$ cat src/rtl/dbus_pkg.sv
// Shared encodings for the data-bus controller: request sizes, FSM states, lane masks.
// Latency: n/a (types, constants and pure helper functions only).
// Backpressure: n/a.
package dbus_pkg;

    typedef enum logic [1:0] {
        SZ_BYTE = 2'b00,
        SZ_HALF = 2'b01,
        SZ_WORD = 2'b10,
        SZ_ILL  = 2'b11
    } size_e;

    typedef enum logic [1:0] {
        IDLE = 2'b00,
        REQ  = 2'b01,
        WAIT = 2'b10
    } state_e;

    localparam logic [3:0] BE_BYTE = 4'b0001;
    localparam logic [3:0] BE_HALF = 4'b0011;
    localparam logic [3:0] BE_WORD = 4'b1111;

    // Illegal size counts as misaligned so both cases share one error path.
    function automatic logic is_misaligned(input logic [1:0] size, input logic [1:0] lo);
        logic mis;
        case (size)
            SZ_BYTE: mis = 1'b0;
            SZ_HALF: mis = lo[0];
            SZ_WORD: mis = (lo != 2'b00);
            default: mis = 1'b1;
        endcase
        return mis;
    endfunction

    function automatic logic [3:0] lane_be(input logic [1:0] size, input logic [1:0] lo);
        logic [3:0] be;
        case (size)
            SZ_BYTE: be = BE_BYTE << lo;
            SZ_HALF: be = BE_HALF << lo;
            default: be = BE_WORD;
        endcase
        return be;
    endfunction

    // Replicating to every lane places the data under whichever lanes bus_be selects.
    function automatic logic [31:0] lane_wdata(input logic [1:0] size, input logic [31:0] w);
        logic [31:0] d;
        case (size)
            SZ_BYTE: d = {4{w[7:0]}};
            SZ_HALF: d = {2{w[15:0]}};
            default: d = w;
        endcase
        return d;
    endfunction

endpackage

$ cat src/rtl/dbus_ld_ext.sv
// Load lane extraction: shifts the addressed byte/half down and sign- or zero-extends it.
// Latency: purely combinational.
// Backpressure: none.
module dbus_ld_ext
    import dbus_pkg::*;
(
    input  logic [31:0] rdata_i,
    input  logic [1:0]  addr_i,
    input  logic [1:0]  size_i,
    input  logic        unsigned_i,
    output logic [31:0] result_o
);

    logic [31:0] shifted;

    assign shifted = rdata_i >> {addr_i, 3'b000};

    // Pick the width of the access and fill the upper bits with the extension bit.
    always_comb begin
        result_o = shifted;
        case (size_i)
            SZ_BYTE: result_o = {{24{~unsigned_i & shifted[7]}},  shifted[7:0]};
            SZ_HALF: result_o = {{16{~unsigned_i & shifted[15]}}, shifted[15:0]};
            default: result_o = shifted;
        endcase
    end

endmodule

$ cat src/rtl/dbus_ctrl.sv
// Data-bus controller: turns one mem_io load/store into a bus transaction and a response pulse.
// Latency: store 2 cycles, load 3 cycles minimum (accept to rsp_valid); misaligned error 1 cycle.
// Backpressure: req_ready only in IDLE; bus fields held stable while bus_ready is low.
module dbus_ctrl
    import dbus_pkg::*;
#(
    parameter int ADDR_W = 32,
    parameter int DATA_W = 32
) (
    input  logic              clock,
    input  logic              reset,
    input  logic              req_valid,
    output logic              req_ready,
    input  logic              req_we,
    input  logic [ADDR_W-1:0] req_addr,
    input  logic [DATA_W-1:0] req_wdata,
    input  logic [1:0]        req_size,
    input  logic              req_unsigned,
    output logic              rsp_valid,
    output logic [DATA_W-1:0] rsp_rdata,
    output logic              rsp_err,
    output logic              bus_valid,
    input  logic              bus_ready,
    output logic              bus_we,
    output logic [ADDR_W-1:0] bus_addr,
    output logic [DATA_W-1:0] bus_wdata,
    output logic [3:0]        bus_be,
    input  logic              bus_rvalid,
    input  logic [DATA_W-1:0] bus_rdata
);

    state_e            state_q, state_d;
    logic              we_q, we_d;
    logic [ADDR_W-1:0] addr_q, addr_d;
    logic [DATA_W-1:0] wdata_q, wdata_d;
    logic [3:0]        be_q, be_d;
    logic [1:0]        lo_q, lo_d;
    logic [1:0]        size_q, size_d;
    logic              uns_q, uns_d;
    logic              rsp_valid_q, rsp_valid_d;
    logic              rsp_err_q, rsp_err_d;
    logic [DATA_W-1:0] rsp_rdata_q, rsp_rdata_d;
    logic [DATA_W-1:0] ld_data;

    dbus_ld_ext u_ld_ext (
        .rdata_i    (bus_rdata),
        .addr_i     (lo_q),
        .size_i     (size_q),
        .unsigned_i (uns_q),
        .result_o   (ld_data)
    );

    // Next-state and capture logic; response fields default to zero so each pulse lasts one cycle.
    always_comb begin
        state_d     = state_q;
        we_d        = we_q;
        addr_d      = addr_q;
        wdata_d     = wdata_q;
        be_d        = be_q;
        lo_d        = lo_q;
        size_d      = size_q;
        uns_d       = uns_q;
        rsp_valid_d = 1'b0;
        rsp_err_d   = 1'b0;
        rsp_rdata_d = '0;
        case (state_q)
            IDLE: begin
                if (req_valid) begin
                    we_d    = req_we;
                    addr_d  = {req_addr[ADDR_W-1:2], 2'b00};
                    wdata_d = lane_wdata(req_size, req_wdata);
                    be_d    = lane_be(req_size, req_addr[1:0]);
                    lo_d    = req_addr[1:0];
                    size_d  = req_size;
                    uns_d   = req_unsigned;
                    if (is_misaligned(req_size, req_addr[1:0])) begin
                        rsp_valid_d = 1'b1;
                        rsp_err_d   = 1'b1;
                    end else begin
                        state_d = REQ;
                    end
                end
            end
            REQ: begin
                if (bus_ready) begin
                    if (we_q) begin
                        state_d     = IDLE;
                        rsp_valid_d = 1'b1;
                    end else begin
                        state_d = WAIT;
                    end
                end
            end
            WAIT: begin
                if (bus_rvalid) begin
                    state_d     = IDLE;
                    rsp_valid_d = 1'b1;
                    rsp_rdata_d = ld_data;
                end
            end
            default: state_d = IDLE;
        endcase
    end

    // State and captured-request registers; reset abandons any transaction in flight.
    always_ff @(posedge clock) begin
        if (reset) begin
            state_q     <= IDLE;
            we_q        <= 1'b0;
            addr_q      <= '0;
            wdata_q     <= '0;
            be_q        <= '0;
            lo_q        <= '0;
            size_q      <= '0;
            uns_q       <= 1'b0;
            rsp_valid_q <= 1'b0;
            rsp_err_q   <= 1'b0;
            rsp_rdata_q <= '0;
        end else begin
            state_q     <= state_d;
            we_q        <= we_d;
            addr_q      <= addr_d;
            wdata_q     <= wdata_d;
            be_q        <= be_d;
            lo_q        <= lo_d;
            size_q      <= size_d;
            uns_q       <= uns_d;
            rsp_valid_q <= rsp_valid_d;
            rsp_err_q   <= rsp_err_d;
            rsp_rdata_q <= rsp_rdata_d;
        end
    end

    // Outputs are forced low while reset is held, even before the first reset edge lands.
    assign req_ready = (state_q == IDLE) && !reset;
    assign bus_valid = (state_q == REQ)  && !reset;
    assign bus_we    = we_q && !reset;
    assign bus_addr  = reset ? '0 : addr_q;
    assign bus_wdata = reset ? '0 : wdata_q;
    assign bus_be    = reset ? '0 : be_q;
    assign rsp_valid = rsp_valid_q && !reset;
    assign rsp_err   = rsp_err_q && !reset;
    assign rsp_rdata = reset ? '0 : rsp_rdata_q;

endmodule

$ cat config.mk
export PLATFORM = sky130hd
export DESIGN_NAME = dbus_ctrl
export DESIGN_NICKNAME = d
export VERILOG_FILES = /design/src/rtl/dbus_pkg.sv /design/src/rtl/dbus_ld_ext.sv /design/src/rtl/dbus_ctrl.sv
export SDC_FILE = /design/constraint.sdc
export NUM_CORES = 1
export LEC_CHECK = 0
export ABC_AREA = 1
export ABC_CLOCK_PERIOD_IN_PS = 1700
export BUFFER_PORTS_ARGS = -buffer_cell sky130_fd_sc_hd__buf_2
export CORE_UTILIZATION = 53
export CTS_BUF_LIST = sky130_fd_sc_hd__clkbuf_16
export CTS_CLUSTER_DIAMETER = 80
export DETAILED_ROUTE_END_ITERATION = 10
export MAX_ROUTING_LAYER = met4
export PLACE_DENSITY = 0.86
export SYNTH_ARGS = -nofsm -noshare
export SYNTH_HDL_FRONTEND = slang
export SYNTH_SLANG_ARGS = --single-unit
$ cat constraint.sdc
create_clock -name clock -period 1.7 [get_ports clock]
set_input_delay 0.34 -clock clock [delete_from_list [all_inputs] [get_ports clock]]
set_output_delay 0.34 -clock clock [all_outputs]
set_load 0.02 [all_outputs]
== Word level (Yosys, flattened, before mapping) ==
Cells that the tools add are included.
W data, S select, Z words.

* Flip-flop bits (word level): 108
* Input port bits: 105
* Output and inout port bits: 105
* Logic and storage cells: 65

* Equality and inequality tests: 9
* Shift operators: 3
* Multiplexer cells: 22
* Bitwise gates (word level): 6
* Reductions and logical operators: 14

{| class="wikitable"
|+ Operator list
! operator !! count
|-
| $pmux W32 S2 || 2
|-
| $mux W32 || 3
|-
| $shr A32 B5 Y32 || 1
|-
| $mux W2 || 5
|-
| $ne A2 B2 Y1 const B || 4
|-
| $pmux W4 S2 || 1
|-
| $mux W1 || 7
|-
| $eq A2 B1 Y1 const B || 3
|-
| $logic_not A2 Y1 || 3
|-
| $pmux W1 S3 || 2
|-
| $pmux W2 S3 || 1
|-
| $logic_and A1 B1 Y1 || 5
|-
| $eq A2 B2 Y1 const B || 2
|-
| $mux W4 || 1
|-
| $not A1 Y1 || 4
|-
| $reduce_and A4 Y1 || 1
|-
| $shl A1 B2 Y4 const A || 1
|-
| $shl A2 B2 Y4 const A || 1
|-
| $reduce_or A3 Y1 || 1
|-
| $and A1 B1 Y1 || 2
|-
| $reduce_and A2 Y1 || 1
|-
| $reduce_bool A2 Y1 || 1
|-
| $reduce_or A2 Y1 || 1
|-
| $logic_not A1 Y1 || 1
|}

== Logic depth before layout (Yosys ltp) ==
* Depth in word-level cells: 7
* Depth in mapped cells: 10
* Mapped depth without buffers: 8

== Modules after synthesis ==
Synthesis repeated with hierarchy kept, for this count alone.

* Cells, all modules: 850
* Area, all modules: 5589.1 µm²

{| class="wikitable"
|+ By module, submodules not included
! module !! times used !! cells an instance !! area an instance (µm²) !! seq. area each (µm²)
|-
| dbus_ctrl || 1 || 676 || 4685.7 || 2162.1
|-
| dbus_ld_ext || 1 || 174 || 903.4 || 0.0
|}

== Least setup slack after synthesis ==
OpenSTA, ideal clock, no wires.

* Path type: input to output
* Start point: input reset
* End point: output bus_addr[10]
* Arrival time: 1116 ps
* Required time: 1360 ps
* Setup slack: 244 ps
* Cell stages on the path: 4
* Path through: buf_2 buf_2 buf_2 nor2_1

* Cells in the longest elaborated chain, start to end: 1

{| class="wikitable"
|+ RTL lines
! item !! line !! source
|-
| start: declaration || dbus_ctrl.sv:11 || <nowiki>input logic reset,</nowiki>
|-
| $mux W32 || dbus_ctrl.sv:138 || <nowiki>assign bus_addr = reset ? '0 : addr_q;</nowiki>
|-
| end: declaration || dbus_ctrl.sv:25 || <nowiki>output logic [ADDR_W-1:0] bus_addr,</nowiki>
|}

Every way passes these cells.

== Worst setup path in the final report ==
* Start point: register state_q[1]
* End point: output bus_valid

* Cells in the longest elaborated chain, start to end: 2

{| class="wikitable"
|+ RTL lines
! item !! line !! source
|-
| start: declaration || dbus_ctrl.sv:32 || <nowiki>state_e state_q, state_d;</nowiki>
|-
| start signal: assignment || dbus_ctrl.sv:120 || <nowiki>state_q <= state_d;</nowiki>
|-
| $eq A2 B1 Y1 || dbus_ctrl.sv:136 || <nowiki>assign bus_valid = (state_q == REQ) && !reset;</nowiki>
|-
| $logic_and A1 B1 Y1 || dbus_ctrl.sv:136 ||
|-
| end: declaration || dbus_ctrl.sv:22 || <nowiki>output logic bus_valid,</nowiki>
|}

Every way passes these cells.

==> results.tsv <==
stage	metric	value	unit
logic_synthesis	#FFs+latches synth	108	
logic_synthesis	Synth area leader	dfxtp_1	
global_routing	initial antenna violation count	0	
logic_synthesis	Post-Synth Simple-Gate Area	26.9	%
die	FP Rows	36	
die	CORE AREA	9820	um2
detailed_routing	DR pass1 iterations	5	
worst_setup_path	R2R Setup Slk	0.20	ns
worst_setup_path	worst path arrival time	1.18	ns
detailed_routing	DR vias	5597	
logic_synthesis	most frequent cells after synthesis	inv_1 (150), nand2_1 (149), nor2_1 (114)	
die	die width	103	um
logic_synthesis	post-synthesis xor/xnor area fraction	0	%
run	Max-Cap Viols	0	
worst_setup_path	crit start category	register	
clock_network	H-tree Lvls	3	
logic_synthesis	Synth cell types	31	
worst_setup_path	reg-to-reg critical path endpoint	rsp_rdata_q[9]	
run_status	status	complete, no violations	
worst_setup_path	worst r2r src	lo_q[0]	
worst_setup_path	crit path to	bus_valid	
timing	final critical-path required period	1.52	ns
worst_setup_path	Crit Path Max Fanout	4	
placed_design	DPL Wire Length	9.90	mm
placed_design	placed inst area	6470	um2
detailed_routing	DR iter-0 viols	226	
logic_synthesis	number of flops mapped to enable cells by yosys	0	
logic_synthesis	most used flip-flop cell after synthesis	dfxtp_1	
logic_synthesis	Post-Synth Adder-Cell Area	0	%
detailed_routing	Met1 Routed Length	5.58	mm
logic_synthesis	post-synthesis compound-gate area fraction	16.1	%
clock_network	CTS root buf	clkbuf_16	
worst_setup_path	Critical Path End Type	primary output	
pwr	highest ir drop seen on vdd	0.598	mV
worst_setup_path	WP data required	1.36	ns
clock_network	Clock Pin Slew Worst Setup and Hold Paths	0.07	ns
timing	Max Fclk	0.657	GHz
detailed_routing	Met3 Wirelength	942	um
worst_setup_path	Worst setup startpoint	state_q[1]	
timing	RSZ-0062 raised after global routing	no	
placed_design	routability cong.	0.887	
clock_network	CTS Sinks	108	
cells_and_area	nets	1105	
detailed_routing	Avg Vias per Cell	4.92	
placed_design	Placed Instances	1122	
clock_network	hold buffer count at CTS	0	
clock_network	CTS max path bufs	2	
die	starting density of the core	55.1	%
timing	setup TNS	0	ns
logic_synthesis	top-count cell post-synth	inv_1	
timing	period utilization	89.5	%
die	die area	10600	um2
clock_network	CTS tree	yes	
detailed_routing	post-DR wirelength/cell	11.9	um
detailed_routing	DR WL met2	6.78	mm
worst_setup_path	Crit Path Category	reg2out	
detailed_routing	uppermost routed layer	met4	
cells_and_area	share of layout cells above drive strength 1	26.0	%
logic_synthesis	sequential area share after synthesis	40.0	%
die	I/O Pins	210	
logic_synthesis	largest family of logic cells by synthesized area	simple AND/OR/NAND/NOR gates	
die	Die Ht	103	um
timing	Hold Vio Cnt, Final	0	
global_routing	GRT overflow	0	
timing	PnR worst setup slack	0.178	ns
cells_and_area	fin cells	1137	
logic_synthesis	share of the synthesized area in the top cell type	40.0	%
global_routing	Total GRT Usage	25.9	%
logic_synthesis	dominant cells by area after synthesis	dfxtp_1 (40%), inv_1 (10%), nand2_1 (10%), nor2_1 (7.9%), o21ai_0 (6.8%)	
logic_synthesis	fraction of registers with async set/reset	0	%
logic_synthesis	mapped cell area	5410	um2
clock_network	CTS buffer count	9	
detailed_routing	antenna-violating nets left	0	
global_routing	vias in the first global route	4766	
cells_and_area	area delta synth->final	25.6	%
logic_synthesis	mux share of post-synthesis cell area	0	%
placed_design	Place WS	0.211	ns
pwr	leakage	3.67	nW
min_path	HP Class	in2reg	
global_routing	pin count of the biggest net entering global routing	71	
logic_synthesis	Syn Area/Cell	6.62	um2
cells_and_area	# diodes	0	
global_routing	first-pass GRT wire length	21.0	mm
clock_network	Clk Latency, worst-skew pair	0.34	ns
detailed_routing	final wirelength	13.6	mm
placed_design	PortBufs	207	
detailed_routing	DRC violations left	0	
cells_and_area	final instance area	6790	um2
logic_synthesis	count of warnings emitted by yosys	0	
timing	Final Max Slew Viols	0	
cells_and_area	fill count	896	
timing	clock skew	0.00761	ns
timing	final setup fails	0	
worst_setup_path	Reg2Reg Depth	6	
pwr	Power Density	922	nW/um2
logic_synthesis	Syn Inst Count	817	
-- cells in the final DEF (no fill, tap or decap), types with 3 or more instances in the layout --
cell type	n
buf_4	14
nor2_1	114
o21ai_1	7
o211a_1	7
o21ai_0	73
a21oi_1	56
buf_2	206
inv_1	150
nand2_1	149
nand3_1	56
dfxtp_1	107
inv_2	3
a31oi_1	11
nand2_4	3
clkbuf_16	9
buf_12	4
nand3_2	7
o211ai_1	7
-- what timing repair did --
action,in CTS,in global routing
setup endpoints to repair,0,1
endpoints found under the hold margin,0,0
resized for setup,0,1
setup buffers,0,0
-- power breakdown --
group | switching [mW] | internal, mW | leakage [nW]
combinational | 0.804 | 0.451 | 2.63
clock | 0.949 | 1.30 | 0.154
sequential | 0.0651 | 2.69 | 0.888
-- cells by family after synthesis --
kind of cell    count (synthesis)
simple gates                  338
buf+inv                       209
compound gates                161
flops                         108
other cells                     1
-- metrics by stage --
step / utilization, % / power, mW / hold WS (ns)
floorplan: - / 3.69 / 0.430
global placement: 65.9 / 4.04 / 0.438
detailed placement: 65.9 / 4.06 / 0.443
CTS: 69.2 / 6.29 / 0.247
global route: 69.2 / 6.57 / 0.260
finish: 69.2 / 6.27 / 0.252
-- flip-flops by register name (all words and copies together) (netlist names) --
signal / count
rsp_rdata_q: 32
size_q: 2
wdata_q: 32
be_q: 4
addr_q: 30
we_q: 1
uns_q: 1
rsp_valid_q: 1
state_q: 2
rsp_err_q: 1
lo_q: 2
-- area by class of cell --
type | instances | area, um2 | share of cell area [%]
timing repair buffer | 224 | 1220 | 17.9
inverter | 156 | 593 | 8.73
clock buffer | 9 | 225 | 3.32
sequential | 108 | 2160 | 31.8
clock inverter | 6 | 96.3 | 1.42
multi-input combinational | 501 | 2330 | 34.3
tap | 133 | 166 | 2.45
-- worst max-delay path, stage by stage (launching register included) --
cell,delay [ns]
dfxtp_1,0.35
inv_2,0.11
nand2_1,0.09
nor2_1,0.12
buf_2,0.18
-- layer usage --
| metal | vias up | track usage (%) |
|---|---|---|
| met5 | - | - |
| met4 | 0 | 8.13 |
| met3 | 23 | 5.22 |
| met2 | 235 | 44.7 |
| met1 | 2459 | 30.2 |
| li1 | 2880 | - |
-- how the worst min path moves through the flow --
stage,start,endpoint,cells after the start
after floorplan,addr_q[11],addr_q[11],2
after global placement,addr_q[6],addr_q[6],2
after detailed placement,addr_q[12],addr_q[12],2
after CTS,reset,size_q[1],2
after global routing,reset,size_q[1],2
final,reset,size_q[1],2
Power figures use the tool's default switching activity.
